==> config.mk <==
export PLATFORM = sky130hd
export DESIGN_NAME = spi_master_n_flat
export DESIGN_NICKNAME = d
export VERILOG_FILES = /design/src/rtl/spi_master_n_pkg.sv /design/src/rtl/spi_master_n_if.sv /design/src/rtl/spi_master_n_clkgen.sv /design/src/rtl/spi_master_n.sv /design/src/flat_wrapper.sv
export SDC_FILE = /design/constraint.sdc
export NUM_CORES = 1
export LEC_CHECK = 0
export ABC_AREA = 1
export CAP_MARGIN = 5
export CORE_ASPECT_RATIO = 1.75
export CORE_MARGIN = 4
export CORE_UTILIZATION = 55
export CTS_BUF_LIST = sky130_fd_sc_hd__clkbuf_4
export CTS_CLUSTER_DIAMETER = 50
export CTS_CLUSTER_SIZE = 16
export DETAILED_ROUTE_END_ITERATION = 8
export HOLD_SLACK_MARGIN = 0.02
export PLACE_DENSITY = 0.86
export SLEW_MARGIN = 20
export SYNTH_ARGS = -nofsm -noshare
export SYNTH_HDL_FRONTEND = slang
export SYNTH_SLANG_ARGS = --single-unit
export TNS_END_PERCENT = 50
==> constraint.sdc <==
create_clock -name clk_i -period 3.3 [get_ports clk_i]
set_input_delay 0.825 -clock clk_i [delete_from_list [all_inputs] [get_ports clk_i]]
set_output_delay 0.825 -clock clk_i [all_outputs]
set_load 0.02 [all_outputs]
==> src/rtl/spi_master_n_pkg.sv <==
// Shared types and defaults for the parametrised SPI master (spi_master_n).
// Optional LSB-first support is enabled with the SPI_LSB_FIRST_EN macro.
package spi_pkg;

   typedef enum logic [2:0] {
      IDLE   = 3'd0,
      SETUP  = 3'd1,
      LEAD   = 3'd2,
      TRAIL  = 3'd3,
      CSHOLD = 3'd4
   } spi_state_t;

   typedef struct packed {
      logic cpol;
      logic cpha;
   } spi_mode_t;

   localparam int SPI_DATA_W_DEF = 8;
   localparam int SPI_NCS_DEF    = 4;
   localparam int SPI_DIV_W_DEF  = 16;

   // A single chip select still needs a 1-bit select field.
   function automatic int cs_width(input int ncs);
      return (ncs > 1) ? $clog2(ncs) : 1;
   endfunction

endpackage

==> src/rtl/spi_master_n_if.sv <==
// Register-side request/response bundle of spi_master_n.
// lsb_first exists only when SPI_LSB_FIRST_EN is defined.
interface spi_master_n_if
   import spi_pkg::*;
#(
   parameter int DATA_W = SPI_DATA_W_DEF,
   parameter int NCS    = SPI_NCS_DEF,
   parameter int DIV_W  = SPI_DIV_W_DEF
);
   localparam int CS_W = cs_width(NCS);

   // Handshake: start is a request taken only while busy=0 (it may also be
   // raised in the done cycle); taking it raises busy the next cycle. The
   // result is flagged by a one-cycle done pulse, with rx valid from then on.
   logic              start;
   logic [DIV_W-1:0]  div;
   logic              cpol;
   logic              cpha;
   logic [CS_W-1:0]   cs_sel;
   logic              hold;
   logic [DATA_W-1:0] tx;
   logic [DATA_W-1:0] rx;
   logic              busy;
   logic              done;
`ifdef SPI_LSB_FIRST_EN
   logic              lsb_first;
`endif

   modport master (
`ifdef SPI_LSB_FIRST_EN
      output lsb_first,
`endif
      output start, div, cpol, cpha, cs_sel, hold, tx,
      input  rx, busy, done
   );

   modport slave (
`ifdef SPI_LSB_FIRST_EN
      input  lsb_first,
`endif
      input  start, div, cpol, cpha, cs_sel, hold, tx,
      output rx, busy, done
   );

endinterface

==> src/rtl/spi_master_n_clkgen.sv <==
// Half-period tick generator: counts 0..div and pulses tick on the last count.
module spi_clkgen
   import spi_pkg::*;
#(
   parameter int DIV_W = SPI_DIV_W_DEF
) (
   input  logic             clk_i,
   input  logic             rst_i,
   input  logic             en_i,
   input  logic             clr_i,
   input  logic [DIV_W-1:0] div_i,
   output logic             tick_o
);

   logic [DIV_W-1:0] cnt_q, cnt_d;

   // The counter wraps on the tick itself, so it never passes div_i and an
   // all-ones divider cannot overflow it.
   assign tick_o = en_i && (cnt_q == div_i);

   always_comb begin
      cnt_d = cnt_q;
      if (clr_i) begin
         cnt_d = '0;
      end else if (en_i) begin
         cnt_d = tick_o ? '0 : cnt_q + 1'b1;
      end
   end

   always_ff @(posedge clk_i or posedge rst_i) begin
      if (rst_i) begin
         cnt_q <= '0;
      end else begin
         cnt_q <= cnt_d;
      end
   end

endmodule

==> src/rtl/spi_master_n.sv <==
// Parametrised SPI master: FSM, shift registers and chip-select control.
// Define SPI_LSB_FIRST_EN to add the per-transfer lsb_first option.
module spi_master_n
   import spi_pkg::*;
#(
   parameter int DATA_W = SPI_DATA_W_DEF,
   parameter int NCS    = SPI_NCS_DEF,
   parameter int DIV_W  = SPI_DIV_W_DEF
) (
   input  logic             clk_i,
   input  logic             rst_i,
   spi_master_n_if.slave    bus,
   input  logic             miso_i,
   output logic             mosi_o,
   output logic             sclk_o,
   output logic [NCS-1:0]   cs_n_o,
   output spi_state_t       state_o
);

   localparam int CS_W = cs_width(NCS);
   localparam int BW   = $clog2(DATA_W);

   spi_state_t        state_q, state_d;
   spi_mode_t         mode_q, mode_d;
   logic [DIV_W-1:0]  div_q, div_d;
   logic              hold_q, hold_d;
   logic [DATA_W-1:0] tx_q, tx_d;
   logic [DATA_W-1:0] rxs_q, rxs_d;
   logic [DATA_W-1:0] rx_q, rx_d;
   logic [BW-1:0]     bit_q, bit_d;
   logic              sclk_q, sclk_d;
   logic              mosi_q, mosi_d;
   logic [NCS-1:0]    cs_n_q, cs_n_d;
   logic              busy_q, busy_d;
   logic              done_q, done_d;
   logic              lsb_q, lsb_in;
   logic              tick;

`ifdef SPI_LSB_FIRST_EN
   logic lsb_d;
   assign lsb_in = bus.lsb_first;
`else
   assign lsb_in = 1'b0;
   assign lsb_q  = 1'b0;
`endif

   function automatic logic emit_bit(input logic [DATA_W-1:0] v, input logic lsb);
      return lsb ? v[0] : v[DATA_W-1];
   endfunction

   function automatic logic [DATA_W-1:0] shift_out(input logic [DATA_W-1:0] v, input logic lsb);
      return lsb ? (v >> 1) : (v << 1);
   endfunction

   // LSB-first words fill from the top so the first received bit lands in bit 0.
   function automatic logic [DATA_W-1:0] shift_in(input logic [DATA_W-1:0] v, input logic lsb,
                                                  input logic b);
      return lsb ? {b, v[DATA_W-1:1]} : {v[DATA_W-2:0], b};
   endfunction

   function automatic logic [NCS-1:0] cs_decode(input logic [CS_W-1:0] sel);
      logic [NCS-1:0] r;
      r = '1;
      for (int i = 0; i < NCS; i++) begin
         if (sel == CS_W'(i)) r[i] = 1'b0;
      end
      return r;
   endfunction

   spi_clkgen #(.DIV_W(DIV_W)) u_clkgen (
      .clk_i  (clk_i),
      .rst_i  (rst_i),
      .en_i   (state_q != IDLE),
      .clr_i  (state_q == IDLE),
      .div_i  (div_q),
      .tick_o (tick)
   );

   always_comb begin
      state_d = state_q;
      mode_d  = mode_q;
      div_d   = div_q;
      hold_d  = hold_q;
      tx_d    = tx_q;
      rxs_d   = rxs_q;
      rx_d    = rx_q;
      bit_d   = bit_q;
      sclk_d  = sclk_q;
      mosi_d  = mosi_q;
      cs_n_d  = cs_n_q;
      busy_d  = busy_q;
      done_d  = 1'b0;
`ifdef SPI_LSB_FIRST_EN
      lsb_d   = lsb_q;
`endif
      case (state_q)
         IDLE: begin
            sclk_d = mode_q.cpol;
            if (bus.start) begin
               mode_d.cpol = bus.cpol;
               mode_d.cpha = bus.cpha;
               div_d       = bus.div;
               hold_d      = bus.hold;
`ifdef SPI_LSB_FIRST_EN
               lsb_d       = bus.lsb_first;
`endif
               sclk_d      = bus.cpol;
               cs_n_d      = cs_decode(bus.cs_sel);
               bit_d       = BW'(DATA_W - 1);
               rxs_d       = '0;
               busy_d      = 1'b1;
               state_d     = SETUP;
               // cpha=0 puts the first bit on the line for the whole SETUP phase.
               if (!bus.cpha) begin
                  mosi_d = emit_bit(bus.tx, lsb_in);
                  tx_d   = shift_out(bus.tx, lsb_in);
               end else begin
                  tx_d   = bus.tx;
               end
            end else if (!bus.hold) begin
               cs_n_d = '1;
            end
         end
         SETUP: begin
            if (tick) state_d = LEAD;
         end
         LEAD: begin
            if (tick) begin
               sclk_d  = ~sclk_q;
               state_d = TRAIL;
               if (mode_q.cpha) begin
                  mosi_d = emit_bit(tx_q, lsb_q);
                  tx_d   = shift_out(tx_q, lsb_q);
               end else begin
                  rxs_d  = shift_in(rxs_q, lsb_q, miso_i);
               end
            end
         end
         TRAIL: begin
            if (tick) begin
               sclk_d = ~sclk_q;
               if (mode_q.cpha) begin
                  rxs_d  = shift_in(rxs_q, lsb_q, miso_i);
               end else begin
                  mosi_d = emit_bit(tx_q, lsb_q);
                  tx_d   = shift_out(tx_q, lsb_q);
               end
               if (bit_q == '0) begin
                  state_d = CSHOLD;
               end else begin
                  bit_d   = bit_q - 1'b1;
                  state_d = LEAD;
               end
            end
         end
         CSHOLD: begin
            if (tick) begin
               state_d = IDLE;
               done_d  = 1'b1;
               busy_d  = 1'b0;
               rx_d    = rxs_q;
               if (!hold_q) cs_n_d = '1;
            end
         end
         default: state_d = IDLE;
      endcase
   end

   always_ff @(posedge clk_i or posedge rst_i) begin
      if (rst_i) begin
         state_q <= IDLE;
         mode_q  <= '0;
         div_q   <= '0;
         hold_q  <= 1'b0;
         tx_q    <= '0;
         rxs_q   <= '0;
         rx_q    <= '0;
         bit_q   <= '0;
         sclk_q  <= 1'b0;
         mosi_q  <= 1'b0;
         cs_n_q  <= '1;
         busy_q  <= 1'b0;
         done_q  <= 1'b0;
      end else begin
         state_q <= state_d;
         mode_q  <= mode_d;
         div_q   <= div_d;
         hold_q  <= hold_d;
         tx_q    <= tx_d;
         rxs_q   <= rxs_d;
         rx_q    <= rx_d;
         bit_q   <= bit_d;
         sclk_q  <= sclk_d;
         mosi_q  <= mosi_d;
         cs_n_q  <= cs_n_d;
         busy_q  <= busy_d;
         done_q  <= done_d;
      end
   end

`ifdef SPI_LSB_FIRST_EN
   always_ff @(posedge clk_i or posedge rst_i) begin
      if (rst_i) begin
         lsb_q <= 1'b0;
      end else begin
         lsb_q <= lsb_d;
      end
   end
`endif

   assign bus.rx   = rx_q;
   assign bus.busy = busy_q;
   assign bus.done = done_q;
   assign mosi_o   = mosi_q;
   assign sclk_o   = sclk_q;
   assign cs_n_o   = cs_n_q;
   assign state_o  = state_q;

endmodule

==> src/flat_wrapper.sv <==
// flat-port wrapper written by rule: the top's interface ports become plain ports
module spi_master_n_flat import spi_pkg::*;
#(
   parameter int DATA_W = SPI_DATA_W_DEF,
   parameter int NCS    = SPI_NCS_DEF,
   parameter int DIV_W  = SPI_DIV_W_DEF
)
  (clk_i, rst_i, miso_i, mosi_o, sclk_o, cs_n_o, state_o, bus_start, bus_div, bus_cpol, bus_cpha, bus_cs_sel, bus_hold, bus_tx, bus_rx, bus_busy, bus_done);
  spi_master_n_if #(.DATA_W(DATA_W), .NCS(NCS), .DIV_W(DIV_W)) bus_i ();
  input  logic clk_i;
  input  logic rst_i;
  input  logic miso_i;
  output logic mosi_o;
  output logic sclk_o;
  output logic [NCS-1:0] cs_n_o;
  output spi_state_t state_o;
  input wire logic [$bits(bus_i.start)-1:0] bus_start;
  input wire logic [$bits(bus_i.div)-1:0] bus_div;
  input wire logic [$bits(bus_i.cpol)-1:0] bus_cpol;
  input wire logic [$bits(bus_i.cpha)-1:0] bus_cpha;
  input wire logic [$bits(bus_i.cs_sel)-1:0] bus_cs_sel;
  input wire logic [$bits(bus_i.hold)-1:0] bus_hold;
  input wire logic [$bits(bus_i.tx)-1:0] bus_tx;
  output wire logic [$bits(bus_i.rx)-1:0] bus_rx;
  output wire logic [$bits(bus_i.busy)-1:0] bus_busy;
  output wire logic [$bits(bus_i.done)-1:0] bus_done;
  assign bus_i.start = bus_start;
  assign bus_i.div = bus_div;
  assign bus_i.cpol = bus_cpol;
  assign bus_i.cpha = bus_cpha;
  assign bus_i.cs_sel = bus_cs_sel;
  assign bus_i.hold = bus_hold;
  assign bus_i.tx = bus_tx;
  assign bus_rx = bus_i.rx;
  assign bus_busy = bus_i.busy;
  assign bus_done = bus_i.done;
  spi_master_n #(.DATA_W(DATA_W), .NCS(NCS), .DIV_W(DIV_W)) u_core (.clk_i(clk_i), .rst_i(rst_i), .bus(bus_i), .miso_i(miso_i), .mosi_o(mosi_o), .sclk_o(sclk_o), .cs_n_o(cs_n_o), .state_o(state_o));
endmodule
# Yosys cells after proc, flatten, opt, wreduce, memory -nomap -nowiden
# Cells that the tools add are included.
classes:
  add_sub_neg: 2
  n_eq_ne: 22
  n_mux: 51
  bitwise_logic: 1
  reduce_logical: 21
op_table:
  columns: ["cell", "n"]
  rows:
  - ["two-way mux 8 bit", 11]
  - ["two-way mux 16 bit", 3]
  - ["case mux 8 bit (3 select lines)", 2]
  - ["two-way mux 3 bit", 9]
  - ["!= test 2 bit (second input constant)", 10]
  - ["adder 16 x 1 -> 16 bit (second input constant)", 1]
  - ["equality test 16 bit", 1]
  - ["two-way mux 1 bit", 16]
  - ["two-way mux 4 bit", 4]
  - ["case mux 3 bit (5 select lines)", 1]
  - ["AND reduction 6 bit", 2]
  - ["case mux 4 bit (2 select lines)", 1]
  - ["AND reduction 4 bit", 2]
  - ["nonzero test 2 bit", 4]
  - ["AND reduction 7 bit", 1]
  - ["equality test 3 x 2 -> 1 bit (second input constant)", 2]
  - ["zero test 3 bit", 2]
  - ["!= test 2 x 1 -> 1 bit (second input constant)", 3]
  - ["case mux 3 bit (2 select lines)", 1]
  - ["AND reduction 2 bit", 3]
  - ["nonzero test 3 bit", 2]
  - ["AND reduction 5 bit", 1]
  - ["equality test 2 bit (second input constant)", 2]
  - ["case mux 1 bit (2 select lines)", 2]
  - ["11 further kinds", 11]
totals:
  reg_bits: 73
  input_bits: 33
  out_inout_bits: 19
  elab_cells: 112

# Depth between registers and ports, before layout
# Gate-level depths: netlist of run 1.
depth:
  ltp_word: 5
  ltp_mapped: 13
  ltp_nobuf: 13

# Hierarchy
# From an unflattened synthesis of run 1, not the netlist that was laid out.
unflattened:
  cells_unflattened: 576
  area_unflattened_um2: 4065.1
modules_own_cells:
  columns: ["mod", "instances", "cells_each", "area_each_um2"]
  rows:
  - ["spi_master_n", 1, 357, 2758.9]
  - ["spi_clkgen", 1, 219, 1306.3]

# Worst setup path before layout of run 1
# No wires, ideal clock.
synth_path:
  path_kind: "in2reg"
  start: "in bus_cpha"
  end: "reg u_core.mosi_q, in the netlist u_core.mosi_o"
  setup_time_ns: 0.121
  arrival_time_ns: 1.623
  required_time_ns: 3.179
  slack_ns: 1.556
  path_stages: 8
  path_cell_list: "clkbuf_1 > inv_1 > o22ai_1 > inv_1 > nand3_1 > nor2_1 > nand2_1 > nand2_1"
synth_between:
  elab_chain_len: 2
synth_rtl:
  columns: ["item", "line", "source"]
  rows:
  - ["start, declared", "flat_wrapper.sv:20", "input wire logic [$bits(bus_i.cpha)-1:0] bus_cpha;"]
  - ["!= test 2 bit (no source line)", null, null]
  - ["AND reduction 7 bit (no source line)", null, null]
  - ["end signal, assigned", "spi_master_n.sv:194", "mosi_q <= mosi_d;"]
  - ["end, declared", "spi_master_n.sv:32", "logic mosi_q, mosi_d;"]
# No other way between the ends.
# A chain may end at the register's enable or synchronous reset.

# Final worst setup path of run 1
layout_path:
  start: "reg u_core.state_q[2], in the netlist u_core.state_o[2]"
  end: "out state_o[2]"
layout_lines:
  columns: ["item", "line", "source"]
  rows:
  - ["start, declared", "spi_master_n.sv:23", "spi_state_t state_q, state_d;"]
  - ["start signal, assigned", "spi_master_n.sv:185", "state_q <= state_d;"]
  - ["end, declared", "flat_wrapper.sv:16", "output spi_state_t state_o;"]
# No word-level cell between the ends.

==> results of run 1 <==
-- synthesized netlist by cell type, types with 5 or more instances --
cell type / count
sky130_fd_sc_hd__nand4_1: 16
sky130_fd_sc_hd__a21oi_1: 24
sky130_fd_sc_hd__inv_2: 6
sky130_fd_sc_hd__o21ai_2: 8
sky130_fd_sc_hd__nand2_2: 6
sky130_fd_sc_hd__clkbuf_1: 5
sky130_fd_sc_hd__nand2_1: 181
sky130_fd_sc_hd__dfrtp_1: 69
sky130_fd_sc_hd__nand3_1: 32
sky130_fd_sc_hd__o21ai_0: 25
sky130_fd_sc_hd__inv_1: 75
sky130_fd_sc_hd__nor2_1: 34
sky130_fd_sc_hd__nor3_1: 8
-- metrics by stage --
step / power, mW / area, µm² / std cells / hold slack, ns
detailed placement: 3.008 / 4609 / 665 / 0.4579
global placement: 2.934 / 4609 / 665 / 0.4526
finish: 3.708 / 4786 / 681 / 0.4786
floorplan: 2.558 / 4006 / 535 / 0.4422
CTS: 3.712 / 4786 / 681 / 0.4803
global route: 4.010 / 4786 / 681 / 0.4967
-- area by class of cell --
| cell class | instances | area [µm²] | area share, % |
|---|---|---|---|
| multi-input combinational | 370 | 1814 | 37.91 |
| sequential | 73 | 1832 | 38.27 |
| clock inverter | 7 | 108.9 | 2.275 |
| clock buffer | 9 | 67.56 | 1.412 |
| tap | 84 | 105.1 | 2.196 |
| inverter | 82 | 310.3 | 6.484 |
| timing repair buffer | 56 | 548.0 | 11.45 |
-- per-layer routing --
metal	part of all wire (%)	GRT usage (%)	up-vias
met5	0	0	-
met3	4.2	3.731	38
met1	36	24.66	1726
met4	3.8	14.32	0
li1	-	-	1796
met2	56	42.92	96
-- registers in the layout, summed over array words and instances, names as in the netlist --
signal	cells
u_core.div_q	16
u_core.u_clkgen.cnt_q	16
u_core.bus.rx	8
u_core.rxs_q	8
u_core.tx_q	8
u_core.cs_n_o	4
u_core.bit_q	3
u_core.state_o	3
u_core.mode_q	2
u_core.bus.busy	1
u_core.bus.done	1
u_core.hold_q	1
u_core.mosi_o	1
u_core.sclk_o	1
-- final timing paths --
check	start	to	slack [ns]	cells past startpoint
worst min register to register	u_core.cs_n_o[0]	u_core.cs_n_o[0]	0.48	2
worst min-delay path	u_core.cs_n_o[0]	u_core.cs_n_o[0]	0.48	2
worst max register to register	u_core.u_clkgen.cnt_q[2]	u_core.u_clkgen.cnt_q[11]	1.27	9
max in group asynchronous	rst_i	u_core.mode_q[0]	1.78	3
min in group asynchronous	rst_i	u_core.bus.rx[7]	0.73	2
worst max-delay path	u_core.state_o[2]	state_o[2]	0.85	1
-- cells by family (layout without fill, tap and decap cells) --
group                    after synthesis  after routing  share of synthesized area (%)
AO/OA/AOI/OAI                         66             66                          9.682
flip-flops                            73             73                          45.72
buffers and inverters                 92            154                          8.994
adder cells (fa/ha/maj)                3              3                         0.9370
AND/OR/NAND/NOR                      300            300                          34.45
XOR/XNOR                               1              1                         0.2187
-- power groups by stage --
stage	Clock, mW	Combinational, mW	Sequential, mW
floorplan	0	1.12	1.44
global placement	0	1.52	1.41
detailed placement	0	1.58	1.43
CTS	0.703	1.60	1.41
global route	0.747	1.81	1.45
finish	0.695	1.59	1.42
==> results.txt, run 1 <==
- Run status: finished clean
- Internal power summed over all cells: 2.147 mW
- Slowest cell on the critical path: sky130_fd_sc_hd__clkdlybuf4s50_1
* Post-Syn Nets: approximately 570
- Cell family with most CP delay: buffers and inverters
- The min-delay analysis places its worst path in the category reg2reg.
- Min setup slack post-route: 0.8544 ns
- In this run the core area contains 40 standard-cell rows.
* Cells after Synth: 535
- Arrival time worst endpoint: ~1.6 ns
- For this design, the sink count on the clock tree is 73.
- Worst Path Required: 2.47 ns
- After global routing the overflow that remains totals 0.
- Headroom to the max-slew limit: roughly 64%
- Clock-pin slew on the worst setup and hold paths: 0.11 ns
- Clock latency reported for the late side of the worst-skew pair: approximately 0.45 ns
- Area growth from synthesis to final layout: 19.46%
- Skew final: between 0.01 and 0.015 ns
- Mapped Area: approximately 4000 µm²
* Fraction of final layout cells with drive strength greater than 1: 11.22%
- The number of hold-slack violations in the final timing report is 0.
- After detailed routing, the number of remaining DRC violations is 0.
- Summed over all cells, the static leakage comes to 2.538 nW.
* CTS root buffer: sky130_fd_sc_hd__clkbuf_4
- Based on the critical path, the design can be clocked at up to 0.4089 GHz.
- Wire length of the first global-routing pass: 16190 µm
* Final clock period utilization by the worst path: approximately three quarters
- Overall die width: 72.52 µm
- Max rail drop VDD: 541.9 µV
- Cell type contributing the most total cell area after synthesis: sky130_fd_sc_hd__dfrtp_1
- The clock network burns 18.8% of the power.
- Prior to clock tree synthesis, the placed netlist has a worst setup slack of about 0.8 ns.
* Post-CTS setup-driven buffer insertion count: 0
- Weighted congestion at the end of routability-driven global placement: 0.9083
* Total negative slack for setup checks: 0 ns
- Synthesis inferred 73 register bits.
* Initial standard-cell utilization of the core: 57.59%
- Maximum buffer depth of the clock tree: 2
- Fill cell count: 587
- In the layout the commonest cells are sky130_fd_sc_hd__nand2_1 (181), sky130_fd_sc_hd__inv_1 (74), sky130_fd_sc_hd__dfrtp_1 (69).
- In this run switching power makes up 42.09% of total power.
- In the final routed layout, each cell accounts on average for between 10 and 15 µm.
- Number of vias in the routed layout: 3656
* Final wirelength: approximately 9300 µm
* Cells along the critical path: clkdlybuf4s50_1
- Number of enable-type register cells in the synthesized netlist: 0
- The number of gates resized after CTS was 0.
- Vias per cell: approximately 5.4
- Count of final max-slew check failures: 0
* Commonest register cell after synthesis: sky130_fd_sc_hd__dfrtp_1
* Seq/Total Area, Yosys: approximately 46%
- The number of antenna violations at the first check in global routing was 0.
- Number of buffers created by CTS: 9
- Combinational cell fraction of total power: 42.9%
- Core area: 6957 µm²
- During placement, the flow inserted port buffers numbering 51.
- Dpl hpwl: 7085 µm
- Each instance of the synthesized netlist takes up on average around 7.5 µm².
* GRT Resource Usage Total: 23.63%
- The number of antenna diodes in the final layout is 0.
- Count of maximum capacitance violations: 0
- Clock tree from TritonCTS: yes
- In the final design database the tool counted 628 nets.
- Fin util: 68.80%
- Die span in y: around 120 µm
* Sequential fraction of design power: 38.3%
* Final period demand of the worst path: 2.446 ns
- The detailed router finished its first iteration with 330 violations.
* Count of pins on the block boundary: 52
- Kind of critical path: reg2out
- Count of final setup violators: 0
- Number of buffer and inverter stages on the critical path: 1
* Net switching power of the design: 1.561 mW
* Hold Buf Count CTS: 0
- After synthesis, the largest area contributor takes up ~43% of total cell area.
- Synth warnings: 0
* Commonest non-fill, non-tap cell in the layout: sky130_fd_sc_hd__nand2_1
* Number of detailed-routing iterations run before antenna repair: 7
- The floorplan step defined a die boundary enclosing 8767 µm².
- The worst setup path is launched from a register.
* Delay of the slowest cell on the worst path: around 0.67 ns
- Unrepaired setup endpoints after global routing: no
- STA classifies the critical path endpoint as a primary output.
- Maximum number of pins on one net before global-route repair: 30
* Via count of the first global-routing pass: 3758
* CTS H-tree depth: 3
- In the post-synthesis netlist, the biggest area contributors are sky130_fd_sc_hd__dfrtp_1 (43%), sky130_fd_sc_hd__nand2_1 (17%), sky130_fd_sc_hd__inv_1 (7.0%).
* Ratio of total power to cell area: 774.8 nW/µm²
* Count of distinct cell types in the synthesized netlist: 35
- Slew at the pin closest to its max-slew limit: between 0.5 and 0.6 ns
- Remaining number of nets flagged by the antenna check after routing: 0
- Maximum fanout along the worst path: 6
- Of all flip-flops after synthesis, the portion carrying an async set or reset was 100.0%.
(Power assumes the default switching activity.)
==> run 2, diff against run 1 <==
==> constraint.sdc (replaced) <==
create_clock -name clk_i -period 2.5 [get_ports clk_i]
set_input_delay 0.625 -clock clk_i [delete_from_list [all_inputs] [get_ports clk_i]]
set_output_delay 0.625 -clock clk_i [all_outputs]
set_load 0.02 [all_outputs]
==> results.txt, run 2 (synthesis results as in run 1) <==
- Clock Power Share: 14.2% (-4.6 points)
* Max rail drop VDD: 604.0 µV (+11%)
- The tree is rooted in a sky130_fd_sc_hd__clkbuf_4.
- TritonCTS built the clock tree.
- Area growth from synthesis to final layout: 18.58%
- Core area: 6957 µm² (unchanged)
* Min setup slack post-route: 0.2440 ns (-0.6104 ns)
- The relative max-transition margin is 67.48% (+3.4 points).
- The number of buffers added on ports was 51 (unchanged).
- The overall track demand over capacity in global routing was 22.75% (-0.88 points).
* Slowest cell on the critical path: sky130_fd_sc_hd__clkdlybuf4s50_1
- Tightest Hold Check Type: reg2reg
- The max-cap check violation count is 0 (unchanged).
- The worst setup path is launched from a register.
* Clock-pin slew on the worst setup and hold paths: 0.11 ns (about the same)
* Final period demand of the worst path: ~2.3 ns
- Global routing met2 resource utilization: 41.10% (-1.8 points)
* Clock latency reported for the late side of the worst-skew pair: 0.45 ns (about the same)
- The required time at the worst-slack endpoint came to 1.88 ns (-0.59 ns).
* Overall die width: 72.52 µm (unchanged)
- Count of pins on the block boundary: 52 (unchanged)
- Maximum buffer depth of the clock tree: 2 (unchanged)
- Initial antenna violation count: 0 (unchanged)
- The overall die area is 8767 µm² (unchanged).
* Critical path origin: u_core.state_o[2]
- In the layout the commonest cells are sky130_fd_sc_hd__nand2_1 (181), sky130_fd_sc_hd__inv_1 (74), sky130_fd_sc_hd__dfrtp_1 (69).
- Maximum fanout along the worst path: 6 (unchanged)
- Final wirelength: 8748 µm (-6.3%)
* Via count of the first global-routing pass: 3599 (-4.2%)
* Arrival time worst endpoint: 1.63 ns (about the same)
- Top flop regs: u_core.div_q (16), u_core.u_clkgen.cnt_q (16)
- The critical path is of the reg2out type.
* Combinational cell fraction of total power: 45.2% (+2.3 points)
- The CTS buffer count is 9 (unchanged).
- Remaining DRCs: 0 (unchanged)
- The routed wirelength normalized by instance count was 12.81 µm (-6.6%).
- Total negative slack for setup checks: 0 ns (unchanged)
* Peak-usage layer in the global routing report: met2
* Die span in y: 120.9 µm (unchanged)
- The layout net count is 630 (+0.32%).
* Floorplan row count: 40 (unchanged)
- Number of detailed-routing iterations run before antenna repair: 5 (-2)
- Run status: finished clean
- Setup repair after global routing left no endpoint under its margin.
* Max Clk Rate: 0.4433 GHz
- The number of DRC markers in iteration 0 is 244 (-26%).
- Net switching power of the design: 1.998 mW (+28%)
* Sequential fraction of design power: 40.7% (+2.4 points)
* Maximum number of pins on one net before global-route repair: 74 (+150%)
- The half-perimeter wire length after detailed placement is 6768 µm (-4.5%).
- Delay of the slowest cell on the worst path: 0.66 ns (about the same)
* Ratio of total power to cell area: 967.7 nW/µm² (+25%)
- The final setup skew was 0.01632 ns (+0.003887 ns).
- The worst path buffer plus inverter count was 1 (unchanged).
- Weighted congestion at the end of routability-driven global placement: 0.8793 (-3.2%)
- Traced cell by cell, the critical path runs through clkdlybuf4s50_1.
- Diode insertion count for antenna repair: 0 (unchanged)
* Sink count of the clock tree: 73 (unchanged)
- The proportion of total power due to net switching was 43.47% (+1.4 points).
* Remaining number of nets flagged by the antenna check after routing: 0 (unchanged)
- The number of levels in the clock H-tree came to 3 (unchanged).
* Startpoint of the worst register-to-register path: u_core.u_clkgen.cnt_q[2]
- The worst setup path is captured at a primary output.
- Fraction of final layout cells with drive strength greater than 1: 11.52% (+0.30 points)
* Post-CTS Resized: 0 (unchanged)
* Initial standard-cell utilization of the core: 57.59% (unchanged)
- The post-placement setup slack came to 0.3428 ns (-0.4549 ns).
- The met1 demand-to-capacity share in global routing is 23.49% (-1.2 points).
- The library cell used most frequently in the layout, excluding fill and tap cells, is sky130_fd_sc_hd__nand2_1.
- The via count is 3564 (-2.5%).
* Cell family with most CP delay: buffers and inverters
- Vias per cell: 5.218 (-2.8%)
* Count of final max-slew check failures: 0 (unchanged)
- Wire length of the first global-routing pass: 15570 µm (-3.8%)
- The startpoint identified for the worst hold timing path is u_core.cs_n_o[0].
- Met3 usage: 3.731% (unchanged)
- The total of hold buffers inserted after clock tree synthesis came to 0 (unchanged).
- Final clock period utilization by the worst path: 90.24%
- Grt total ovfl: 0 (unchanged)
- The total internal power was 2.599 mW (+21%).
- Slew at the pin closest to its max-slew limit: 0.4841 ns (-0.05363 ns)
- Final Hold Vio Count: 0 (unchanged)
- The number of setup buffers added after CTS came to 0 (unchanged).
- Count of final setup violators: 0 (unchanged)
- Static Leakage: 2.525 nW (-0.54%)
-- run 2: cell count changes in the layout (fill, tap and decap cells not counted) --
cell                        previous run  this run
sky130_fd_sc_hd__bufinv_16             3         0
sky130_fd_sc_hd__buf_4                 5         6
sky130_fd_sc_hd__clkinv_2              3         1
sky130_fd_sc_hd__buf_12                0         1
sky130_fd_sc_hd__clkbuf_4              9        14
-- run 2: final timing paths --
path	endpoint	slack, ns	cells past startpoint
setup / recovery	state_o[2]	0.24	1
hold / removal	u_core.cs_n_o[0]	0.47	2
setup reg to reg	u_core.u_clkgen.cnt_q[11]	0.55	9
hold reg to reg	u_core.cs_n_o[0]	0.47	2
max in group asynchronous	u_core.cs_n_o[2]	1.57	3
min in group asynchronous	u_core.rxs_q[3]	0.56	3
-- run 2: metrics by stage --
stage / hold slack, ns / area (µm²) / total power, mW / utilization (%) / instances
2_1_floorplan: 0.4422 / 4006 / 3.376 / - / 535
3_3_place_gp: 0.4516 / 4637 / 3.872 / 66.65 / 667
3_5_place_dp: 0.4580 / 4637 / 3.976 / 66.65 / 667
4_1_cts: 0.4752 / 4751 / 4.629 / 68.29 / 683
5_1_grt: 0.4965 / 4751 / 5.007 / 68.29 / 683
6_report: 0.4706 / 4751 / 4.597 / 68.29 / 683
-- run 2: layout make-up --
class                   instances  area, µm²
fillers                       586       2206
repair buffers                 58      575.6
multi-input cells             370       1814
clock inverters                 2      8.758
flip-flops and latches         73       1832
clock buffers                  14      105.1
well taps                      84      105.1
inverters                      82      310.3
-- run 2: power by group through the flow --
stage / combinational [mW] / clock, mW / sequential [mW]
3_3_place_gp: 2.01 / 0 / 1.86
6_report: 2.08 / 0.651 / 1.87
3_5_place_dp: 2.09 / 0 / 1.89
4_1_cts: 2.10 / 0.669 / 1.86
5_1_grt: 2.37 / 0.719 / 1.92
2_1_floorplan: 1.48 / 0 / 1.90
-- run 2: routing by layer --
| layer | wire length (µm) | up-vias | part of all wire [%] |
|---|---|---|---|
| met5 | 0 | - | 0 |
| met4 | 314 | 0 | 3.6 |
| met3 | 417 | 29 | 4.8 |
| met2 | 4907 | 89 | 56 |
| met1 | 3110 | 1648 | 36 |
| li1 | - | 1798 | - |
